**src/rtl/serial_subtractor_pkg.sv**
```systemverilog
// Shared types and defaults for the bit-serial subtractor.
//   state_t   : FSM state encoding (IDLE/RUN/DONE)
//   DEFAULT_W : default operand/result width
package serial_sub_pkg;

    localparam int DEFAULT_W = 8;

    typedef enum logic [1:0] {
        IDLE = 2'd0,
        RUN  = 2'd1,
        DONE = 2'd2
    } state_t;

endpackage

```
**src/rtl/serial_subtractor_if.sv**
```systemverilog
// Start/done handshake and operand/result bundle for serial_subtractor.
//   start, a, b             : request and operands (master -> slave)
//   busy, done, diff, bout  : status and result (slave -> master)
//   ovf                     : signed overflow, present only with SERIAL_SUB_OVF_EN
interface serial_subtractor_if
    import serial_sub_pkg::*;
#(
    parameter int W = DEFAULT_W
);
    logic         start;
    logic [W-1:0] a;
    logic [W-1:0] b;
    logic         busy;
    logic         done;
    logic [W-1:0] diff;
    logic         bout;
`ifdef SERIAL_SUB_OVF_EN
    logic         ovf;
`endif

    modport master (
        output start, a, b,
        input  busy, done, diff, bout
`ifdef SERIAL_SUB_OVF_EN
        , input ovf
`endif
    );

    modport slave (
        input  start, a, b,
        output busy, done, diff, bout
`ifdef SERIAL_SUB_OVF_EN
        , output ovf
`endif
    );

endinterface

```
**src/rtl/serial_subtractor_full_subtractor.sv**
```systemverilog
// One-bit full-subtractor cell: d = x - y - bin, bo = borrow out.
//   x, y, bin : minuend bit, subtrahend bit, borrow in
//   d, bo     : difference bit, borrow out
module full_subtractor (
    input  logic x,
    input  logic y,
    input  logic bin,
    output logic d,
    output logic bo
);
    assign d  = x ^ y ^ bin;
    assign bo = (~x & y) | (~(x ^ y) & bin);
endmodule

```
**src/rtl/serial_subtractor.sv**
```systemverilog
// Bit-serial two's-complement subtractor: diff = a - b over W clocks, LSB
// first, through a single full_subtractor cell.
//   clk, rst_n : clock, asynchronous active-low reset
//   bus        : serial_subtractor_if.slave (start/a/b in; busy/done/diff/bout out)
// Optional: SERIAL_SUB_OVF_EN adds the signed-overflow output bus.ovf.
//
// state | meaning
// IDLE  | waiting for start
// RUN   | one bit per clock through the cell, W clocks
// DONE  | single-cycle done pulse; start here chains straight into RUN
module serial_subtractor
    import serial_sub_pkg::*;
#(
    parameter int W = DEFAULT_W
) (
    input  logic               clk,
    input  logic               rst_n,
    serial_subtractor_if.slave bus
);
    localparam int CW = $clog2(W);

    state_t          state_q, state_d;
    logic [W-1:0]    a_sh_q, a_sh_d;
    logic [W-1:0]    b_sh_q, b_sh_d;
    logic [W-1:0]    diff_sh_q, diff_sh_d;
    logic [W-1:0]    diff_q, diff_d;
    logic [CW-1:0]   cnt_q, cnt_d;
    logic            br_q, br_d;
    logic            bout_q, bout_d;
    logic            cell_d, cell_bo;
    logic            last_bit;
`ifdef SERIAL_SUB_OVF_EN
    logic            sa_q, sa_d;
    logic            sb_q, sb_d;
    logic            ovf_q, ovf_d;
`endif

    full_subtractor u_cell (
        .x   (a_sh_q[0]),
        .y   (b_sh_q[0]),
        .bin (br_q),
        .d   (cell_d),
        .bo  (cell_bo)
    );

    assign last_bit = (cnt_q == CW'(W - 1));

    always_comb begin
        state_d   = state_q;
        a_sh_d    = a_sh_q;
        b_sh_d    = b_sh_q;
        diff_sh_d = diff_sh_q;
        diff_d    = diff_q;
        cnt_d     = cnt_q;
        br_d      = br_q;
        bout_d    = bout_q;
`ifdef SERIAL_SUB_OVF_EN
        sa_d      = sa_q;
        sb_d      = sb_q;
        ovf_d     = ovf_q;
`endif
        case (state_q)
            IDLE, DONE: begin
                if (bus.start) begin
                    state_d   = RUN;
                    a_sh_d    = bus.a;
                    b_sh_d    = bus.b;
                    diff_sh_d = '0;
                    cnt_d     = '0;
                    br_d      = 1'b0;
`ifdef SERIAL_SUB_OVF_EN
                    sa_d      = bus.a[W-1];
                    sb_d      = bus.b[W-1];
`endif
                end else begin
                    state_d = IDLE;
                end
            end
            RUN: begin
                a_sh_d    = a_sh_q >> 1;
                b_sh_d    = b_sh_q >> 1;
                // new bit enters at the MSB so the LSB ends up at bit 0 after W shifts
                diff_sh_d = (diff_sh_q >> 1) | (W'(cell_d) << (W - 1));
                br_d      = cell_bo;
                cnt_d     = cnt_q + 1'b1;
                if (last_bit) begin
                    state_d = DONE;
                    diff_d  = diff_sh_d;
                    bout_d  = cell_bo;
`ifdef SERIAL_SUB_OVF_EN
                    ovf_d   = (sa_q != sb_q) && (cell_d != sa_q);
`endif
                end
            end
            default: state_d = IDLE;
        endcase
    end

    always_ff @(posedge clk or negedge rst_n) begin
        if (!rst_n) begin
            state_q   <= IDLE;
            a_sh_q    <= '0;
            b_sh_q    <= '0;
            diff_sh_q <= '0;
            diff_q    <= '0;
            cnt_q     <= '0;
            br_q      <= 1'b0;
            bout_q    <= 1'b0;
`ifdef SERIAL_SUB_OVF_EN
            sa_q      <= 1'b0;
            sb_q      <= 1'b0;
            ovf_q     <= 1'b0;
`endif
        end else begin
            state_q   <= state_d;
            a_sh_q    <= a_sh_d;
            b_sh_q    <= b_sh_d;
            diff_sh_q <= diff_sh_d;
            diff_q    <= diff_d;
            cnt_q     <= cnt_d;
            br_q      <= br_d;
            bout_q    <= bout_d;
`ifdef SERIAL_SUB_OVF_EN
            sa_q      <= sa_d;
            sb_q      <= sb_d;
            ovf_q     <= ovf_d;
`endif
        end
    end

    assign bus.busy = (state_q == RUN);
    assign bus.done = (state_q == DONE);
    assign bus.diff = diff_q;
    assign bus.bout = bout_q;
`ifdef SERIAL_SUB_OVF_EN
    assign bus.ovf  = ovf_q;
`endif

endmodule

```
**src/flat_wrapper.sv**
```systemverilog
// flat-port wrapper written by rule: the top's interface ports become plain ports
module serial_subtractor_flat import serial_sub_pkg::*;
#(
    parameter int W = DEFAULT_W
)
  (clk, rst_n, bus_start, bus_a, bus_b, bus_busy, bus_done, bus_diff, bus_bout);
  serial_subtractor_if #(.W(W)) bus_i ();
  input  logic clk;
  input  logic rst_n;
  input wire logic [$bits(bus_i.start)-1:0] bus_start;
  input wire logic [$bits(bus_i.a)-1:0] bus_a;
  input wire logic [$bits(bus_i.b)-1:0] bus_b;
  output wire logic [$bits(bus_i.busy)-1:0] bus_busy;
  output wire logic [$bits(bus_i.done)-1:0] bus_done;
  output wire logic [$bits(bus_i.diff)-1:0] bus_diff;
  output wire logic [$bits(bus_i.bout)-1:0] bus_bout;
  assign bus_i.start = bus_start;
  assign bus_i.a = bus_a;
  assign bus_i.b = bus_b;
  assign bus_busy = bus_i.busy;
  assign bus_done = bus_i.done;
  assign bus_diff = bus_i.diff;
  assign bus_bout = bus_i.bout;
  serial_subtractor #(.W(W)) u_core (.clk(clk), .rst_n(rst_n), .bus(bus_i));
endmodule
```
**config.mk**
```make
export PLATFORM = sky130hd
export DESIGN_NAME = serial_subtractor_flat
export DESIGN_NICKNAME = d
export VERILOG_FILES = /design/src/rtl/serial_subtractor_pkg.sv /design/src/rtl/serial_subtractor_if.sv /design/src/rtl/serial_subtractor_full_subtractor.sv /design/src/rtl/serial_subtractor.sv /design/src/flat_wrapper.sv
export SDC_FILE = /design/constraint.sdc
export NUM_CORES = 1
export LEC_CHECK = 0
export ABC_AREA = 0
export BUFFER_PORTS_ARGS = -buffer_cell sky130_fd_sc_hd__buf_2
export CELL_PAD_IN_SITES_DETAIL_PLACEMENT = 1
export CELL_PAD_IN_SITES_GLOBAL_PLACEMENT = 1
export CORE_MARGIN = 1
export CORE_UTILIZATION = 49
export CTS_BUF_LIST = sky130_fd_sc_hd__clkbuf_4
export CTS_CLUSTER_SIZE = 16
export DETAILED_ROUTE_END_ITERATION = 8
export PLACE_DENSITY_LB_ADDON = 0.2
export SYNTH_ARGS = -nofsm -noshare
export SYNTH_HDL_FRONTEND = slang
export SYNTH_HIERARCHICAL = 1
export SYNTH_SLANG_ARGS = --single-unit
```
**constraint.sdc**
```tcl
create_clock -name clk -period 4.5 [get_ports clk]
set_clock_uncertainty 0.1 [all_clocks]
set_input_delay 0.9 -clock clk [delete_from_list [all_inputs] [get_ports clk]]
set_output_delay 0.9 -clock clk [all_outputs]
set_load 0.03 [all_outputs]
```
==> results of run 1 <==
cell type report:
| cell class | instances | area (µm²) | area share |
|---|---|---|---|
| clock buffer | 7 | 52.55 | 0.02745 |
| inverter | 5 | 26.28 | 0.01373 |
| multi-input combinational | 86 | 681.9 | 0.3562 |
| sequential | 38 | 950.9 | 0.4967 |
| tap | 46 | 57.56 | 0.03007 |
| timing repair buffer | 29 | 145.1 | 0.07582 |
kinds of logic (layout without fill, tap and decap cells):
logic type               after synthesis  count (layout)  synth area share
AND/OR/NAND/NOR                       34              34            0.1034
adder cells (fa/ha/maj)                3               3           0.02639
AO/OA/AOI/OAI                         30              30            0.1261
buffers and inverters                 13              41           0.04325
flip-flops                            38              38            0.5572
multiplexers                          19              19            0.1437
state kept, by name, summed over array words and instances (netlist names):
register / count
u_core/a_sh_q: 8
u_core/b_sh_q: 8
u_core/br_q: 1
u_core/bus.bout: 1
u_core/bus.diff: 8
u_core/cnt_q: 3
u_core/diff_sh_q: 7
u_core/state_q: 2
through the flow:
stage               utilization  hold slack [ps]  cells  setup slack, ps  power [W]
finish                   0.5737            410.3    211             1446   0.001418
floorplan                     -            365.7    137             2462   0.001102
detailed placement       0.5579            390.2    204             1831   0.001254
global route             0.5737            441.7    211             1285   0.001518
global placement         0.5579            386.1    204             1885   0.001212
CTS                      0.5737            417.1    211             1422   0.001432
power groups by stage:
stage               registers [W]  logic [W]  clock network [W]
floorplan                0.000643   0.000459                  0
global placement         0.000618   0.000594                  0
detailed placement       0.000632   0.000622                  0
CTS                      0.000625   0.000626           0.000180
global route             0.000644   0.000680           0.000194
finish                   0.000624   0.000620           0.000173
layout by cell type (no fill, tap or decap):
master and instances:
dfrtp_1 38, buf_2 29, nor2_1 14, a22o_1 12, o22ai_1 12, nor3_1 12
mux2_4 9, mux2_2 8, clkbuf_4 7, inv_1 4, nor2b_1 3, nand2b_1 2
o21ai_0 2, mux2i_1 2, a211oi_1 2, a21oi_1 2, ha_1 2, inv_8 1
nand2_8 1, nand3_1 1, and2b_1 1, fa_1 1
path summary, 6_finish.rpt:
path                                      end                from  cells past startpoint  slack (ps)
max                                  bus_busy   u_core/state_q[0]                      3        1450
min                        u_core/bus.diff[0]  u_core/bus.diff[0]                      1         410
max reg2reg                u_core/bus.diff[2]   u_core/state_q[1]                      4        2340
min reg2reg                u_core/bus.diff[0]  u_core/bus.diff[0]                      1         410
max in group asynchronous  u_core/bus.diff[2]               rst_n                      1        3250
min in group asynchronous    u_core/b_sh_q[2]               rst_n                      1         540
layer usage:
| metal | global-route usage | routed length, µm | up-vias | part of all wire |
|---|---|---|---|---|
| met4 | 0.1169 | 54 | 0 | 0.015 |
| met5 | 0 | 0 | - | 0 |
| met3 | 0.05252 | 115 | 7 | 0.032 |
| met2 | 0.3564 | 1738 | 22 | 0.49 |
| li1 | - | - | 555 | - |
| met1 | 0.2788 | 1635 | 587 | 0.46 |
critical path, delay by kind of cell, from the launching register on:
kind	cells	cell delay [ps]
and+or+nand+nor	1	510
DFF	1	660
buffers and inverters	2	540
==> impl_metrics.env, run 1 <==
export IMPL_outcome="complete, no violations"
export IMPL_clkLatencyLatePin_ps=340
export IMPL_cts_max_level=2
export IMPL_max_freq_mhz=327.4
export IMPL_setup_violations=0
export IMPL_synth_cells=137
export IMPL_finalCritPeriodShare=0.6787
export IMPL_avgSynthCellArea_um2=12.46
export IMPL_synthDominantAreaCellType="dfrtp_1"
export IMPL_dp_hpwl_um=2519
export IMPL_fp_dieW_um=61.02
export IMPL_grt_antenna_before_repair=0
export IMPL_initial_utilization=0.5114
export IMPL_cts_sinks=38
export IMPL_slew_violations=0
export IMPL_slowest_delay_ps=660
export IMPL_tns_ps=0
export IMPL_cap_violations=0
export IMPL_grt_use_total=0.2211
export IMPL_ant_nets=0
export IMPL_syn_nets=159
export IMPL_path_clk_slew_ps=100
export IMPL_synth_seq_area_share=0.5572
export IMPL_path_class="flop to output port"
export IMPL_die_area_mm2=0.003723
export IMPL_synth_cell_types=24
export IMPL_gp_congestion=0.7519
export IMPL_clk_path_buf_depth=2
export IMPL_numPortBuffers=29
export IMPL_worst_pin_slew_ps=817.6
export IMPL_finalHoldViolations=0
export IMPL_numCtsBuffers=5
export IMPL_vias_per_cell=5.550
export IMPL_cp_data_arrival_time_ps=2050
export IMPL_synth_edff_count=0
export IMPL_ys_top_cells_by_area="dfrtp_1, mux2_4, a22o_1"
export IMPL_fp_dieH_um=61.02
export IMPL_first_global_vias=1141
export IMPL_async_flop_share=1.000
export IMPL_grt_max_degree=39
export IMPL_drt_iter0_drc=31
export IMPL_fin_nets=187
export IMPL_p_int_w=0.0008523
export IMPL_tritoncts="done"
export IMPL_cts_hold_repair_buffers=0
export IMPL_synth_seq_cells=38
export IMPL_root_buffer="clkbuf_4"
export IMPL_min_path_type="flop to flop"
export IMPL_grt_pass1_wl_um=5623
export IMPL_ys_top_cells_by_count="dfrtp_1, nor2_1, a22o_1, nor3_1, o22ai_1"
export IMPL_io_pins=30
export IMPL_crit_chain="nand2b_1 > inv_8 > buf_2"
export IMPL_power_frac_seq=0.440
export IMPL_setup_worst_path_end_class="output port"
export IMPL_power_switching_share=0.3988
export IMPL_diodes=0
export IMPL_rsz0062_at_grt="no"
export IMPL_final_area_mm2=0.001914
export IMPL_pwr_share_clk=0.122
export IMPL_yosysTopAreaCellShare=0.5572
export IMPL_power_density_mw_per_mm2=740.6
export IMPL_postCtsSetupBuffers=0
export IMPL_core_area_mm2=0.003337
export IMPL_combPwrFrac=0.437
export IMPL_vias=1171
export IMPL_drive_above_1_share=0.3333
export IMPL_num_fill_cells=364
export IMPL_cts_resized=0
export IMPL_max_vdd_ir_drop_mv=0.3169
export IMPL_yosys_warnings=6
export IMPL_ys_flop_type="dfrtp_1"
export IMPL_p_sw_w=0.0005654
export IMPL_wl_um=3544
export IMPL_min_period_ps=3054
export IMPL_slowest_stage="dfrtp_1"
export IMPL_area_growth_pct=12.17
export IMPL_wl_per_cell_um=16.80
export IMPL_critical_path_required_ps=3500
export IMPL_syn_area_mm2=0.001707
export IMPL_start_kind="flop"
export IMPL_place_area_mm2=0.001862
export IMPL_core_rowCount=21
export IMPL_dr_pass1_iters=4
export IMPL_drcViolationCount=0
export IMPL_slew_headroom=0.4549
export IMPL_yosysMostFrequentCell="dfrtp_1"
export IMPL_p_leak_nw=0.9339
export IMPL_worstPathMaxFanout=17
export IMPL_gr_total_overflow=0
Note: power is estimated with default switching activity, not from simulation.
==> run 2: changes to the inputs <==
CORE_UTILIZATION = 41   (was 49)
clock period = 2.59 ns   (was 4.5 ns; I/O delays follow)
==> run 2 against run 1 <==
Effect of this change: sequential power grew 73%; first-iteration DRC count grew 52%; setup slack lost 1200 ps; final area grew 0.72%; combinational power grew 74%; utilization shrank 9.2 points; clock power grew 76%; die area grew 19%; total power grew 74%; global-route usage shrank 3.2 points; flip-flop and latch count is the same.
==> impl_metrics.env, run 2 (same netlist as run 1, synthesis figures left out) <==
export IMPL_grt_max_degree=39
export IMPL_gr_total_overflow=0
export IMPL_slew_headroom=0.4386
export IMPL_root_buffer="clkbuf_4"
export IMPL_finalCritPeriodShare=0.8876
export IMPL_vias_per_cell=5.429
export IMPL_die_area_mm2=0.004424
export IMPL_vias=1178
export IMPL_path_clk_slew_ps=110
export IMPL_tns_ps=0
export IMPL_setup_worst_path_end_class="output port"
export IMPL_numCtsBuffers=5
export IMPL_cts_sinks=38
export IMPL_cts_hold_repair_buffers=0
export IMPL_initial_utilization=0.4267
export IMPL_min_path_type="primary input to asynchronous set/reset pin"
export IMPL_start_kind="flop"
export IMPL_fin_nets=188
export IMPL_dr_pass1_iters=6
export IMPL_worstPathMaxFanout=17
export IMPL_power_density_mw_per_mm2=1279
export IMPL_core_rowCount=23
export IMPL_p_leak_nw=0.9399
export IMPL_critPathLaunch="u_core/state_q[0]"
export IMPL_fp_dieH_um=66.52
export IMPL_num_fill_cells=444
export IMPL_r2r_start="u_core/state_q[0]"
export IMPL_rrSetupSlack_ps=810
export IMPL_clkLatencyLatePin_ps=330
export IMPL_worst_r2r_cell_count=3
export IMPL_wl_um=3675
export IMPL_rsz0062_at_grt="no"
export IMPL_final_common_cell="dfrtp_1"
export IMPL_dp_hpwl_um=2499
export IMPL_ant_nets=0
export IMPL_first_global_vias=1252
export IMPL_drcViolationCount=0
export IMPL_finalHoldViolations=0
export IMPL_cp_data_arrival_time_ps=1680
export IMPL_gp_congestion=0.7406
export IMPL_diodes=0
export IMPL_critical_path_required_ps=1970
export IMPL_grt_use_total=0.1894
export IMPL_cts_max_level=2
export IMPL_r2r_end="u_core/a_sh_q[5]"
export IMPL_setup_violations=0
export IMPL_worst_pin_slew_ps=842.2
export IMPL_area_growth_pct=12.98
export IMPL_fp_dieW_um=66.52
export IMPL_grt_antenna_before_repair=0
export IMPL_io_pins=30
export IMPL_cts_resized=0
export IMPL_wl_per_cell_um=16.94
export IMPL_grt_pass1_wl_um=6134
export IMPL_layout_common_cells="dfrtp_1, buf_2, nor2_1"
export IMPL_slew_violations=0
export IMPL_postCtsSetupBuffers=0
export IMPL_drive_above_1_share=0.3353
export IMPL_outcome="complete, no violations"
export IMPL_core_area_mm2=0.004000
export IMPL_drt_iter0_drc=47
export IMPL_max_vdd_ir_drop_mv=0.4775
export IMPL_clk_path_buf_depth=2
export IMPL_numPortBuffers=29
export IMPL_max_freq_mhz=435.0
export IMPL_layout_setup_ws_ps=291.2
export IMPL_cap_violations=0
export IMPL_path_class="flop to output port"
export IMPL_tritoncts="done"
export IMPL_place_ws_ps=654.1
export IMPL_min_period_ps=2299
==> run 2: cell type report <==
type,instances,area (µm²),share of cell area
Sequential cell,38,950.9,0.4932
Multi-Input combinational cell,86,681.9,0.3537
Tap cell,50,62.56,0.03245
Inverter,5,26.28,0.01363
Clock buffer,6,45.04,0.02336
Timing Repair Buffer,30,152.6,0.07917
Clock inverter,2,8.758,0.004543
==> run 2: worst max-delay path by stage <==
stage / to
floorplan: bus_done
global placement: bus_busy
detailed placement: bus_busy
CTS: bus_busy
global route: bus_busy
finish: bus_busy
==> run 2: power breakdown <==
| part | switching, W | internal (W) |
|---|---|---|
| clock network | 0.000192 | 0.000113 |
| logic | 0.000577 | 0.000503 |
| registers | 0.000221 | 0.000861 |
| total | 0.000990 | 0.00148 |
==> run 2: worst max-delay path: stages, from the launching register on <==
cell and delay, ps:
dfrtp_1 670, nand2b_1 260, inv_8 190, buf_2 220
==> run 2: per-stage QoR <==
step                instances  area, µm²  hold WS [ps]    util  power, W
floorplan                 137       1707         122.4       -  0.001914
global route              217       1928         214.5  0.4820  0.002651
global placement          209       1874         387.7  0.4686  0.002124
finish                    217       1928         170.7  0.4820  0.002466
CTS                       217       1928         192.9  0.4820  0.002499
detailed placement        209       1874         389.8  0.4686  0.002194
==> run 2: metal layers <==
metal,GRT usage,vias to the layer above,share of wire
met1,0.2574,600,0.48
met3,0.04795,4,0.030
li1,-,555,-
met4,0.06117,0,0.010
met2,0.2946,19,0.48
met5,0,-,0
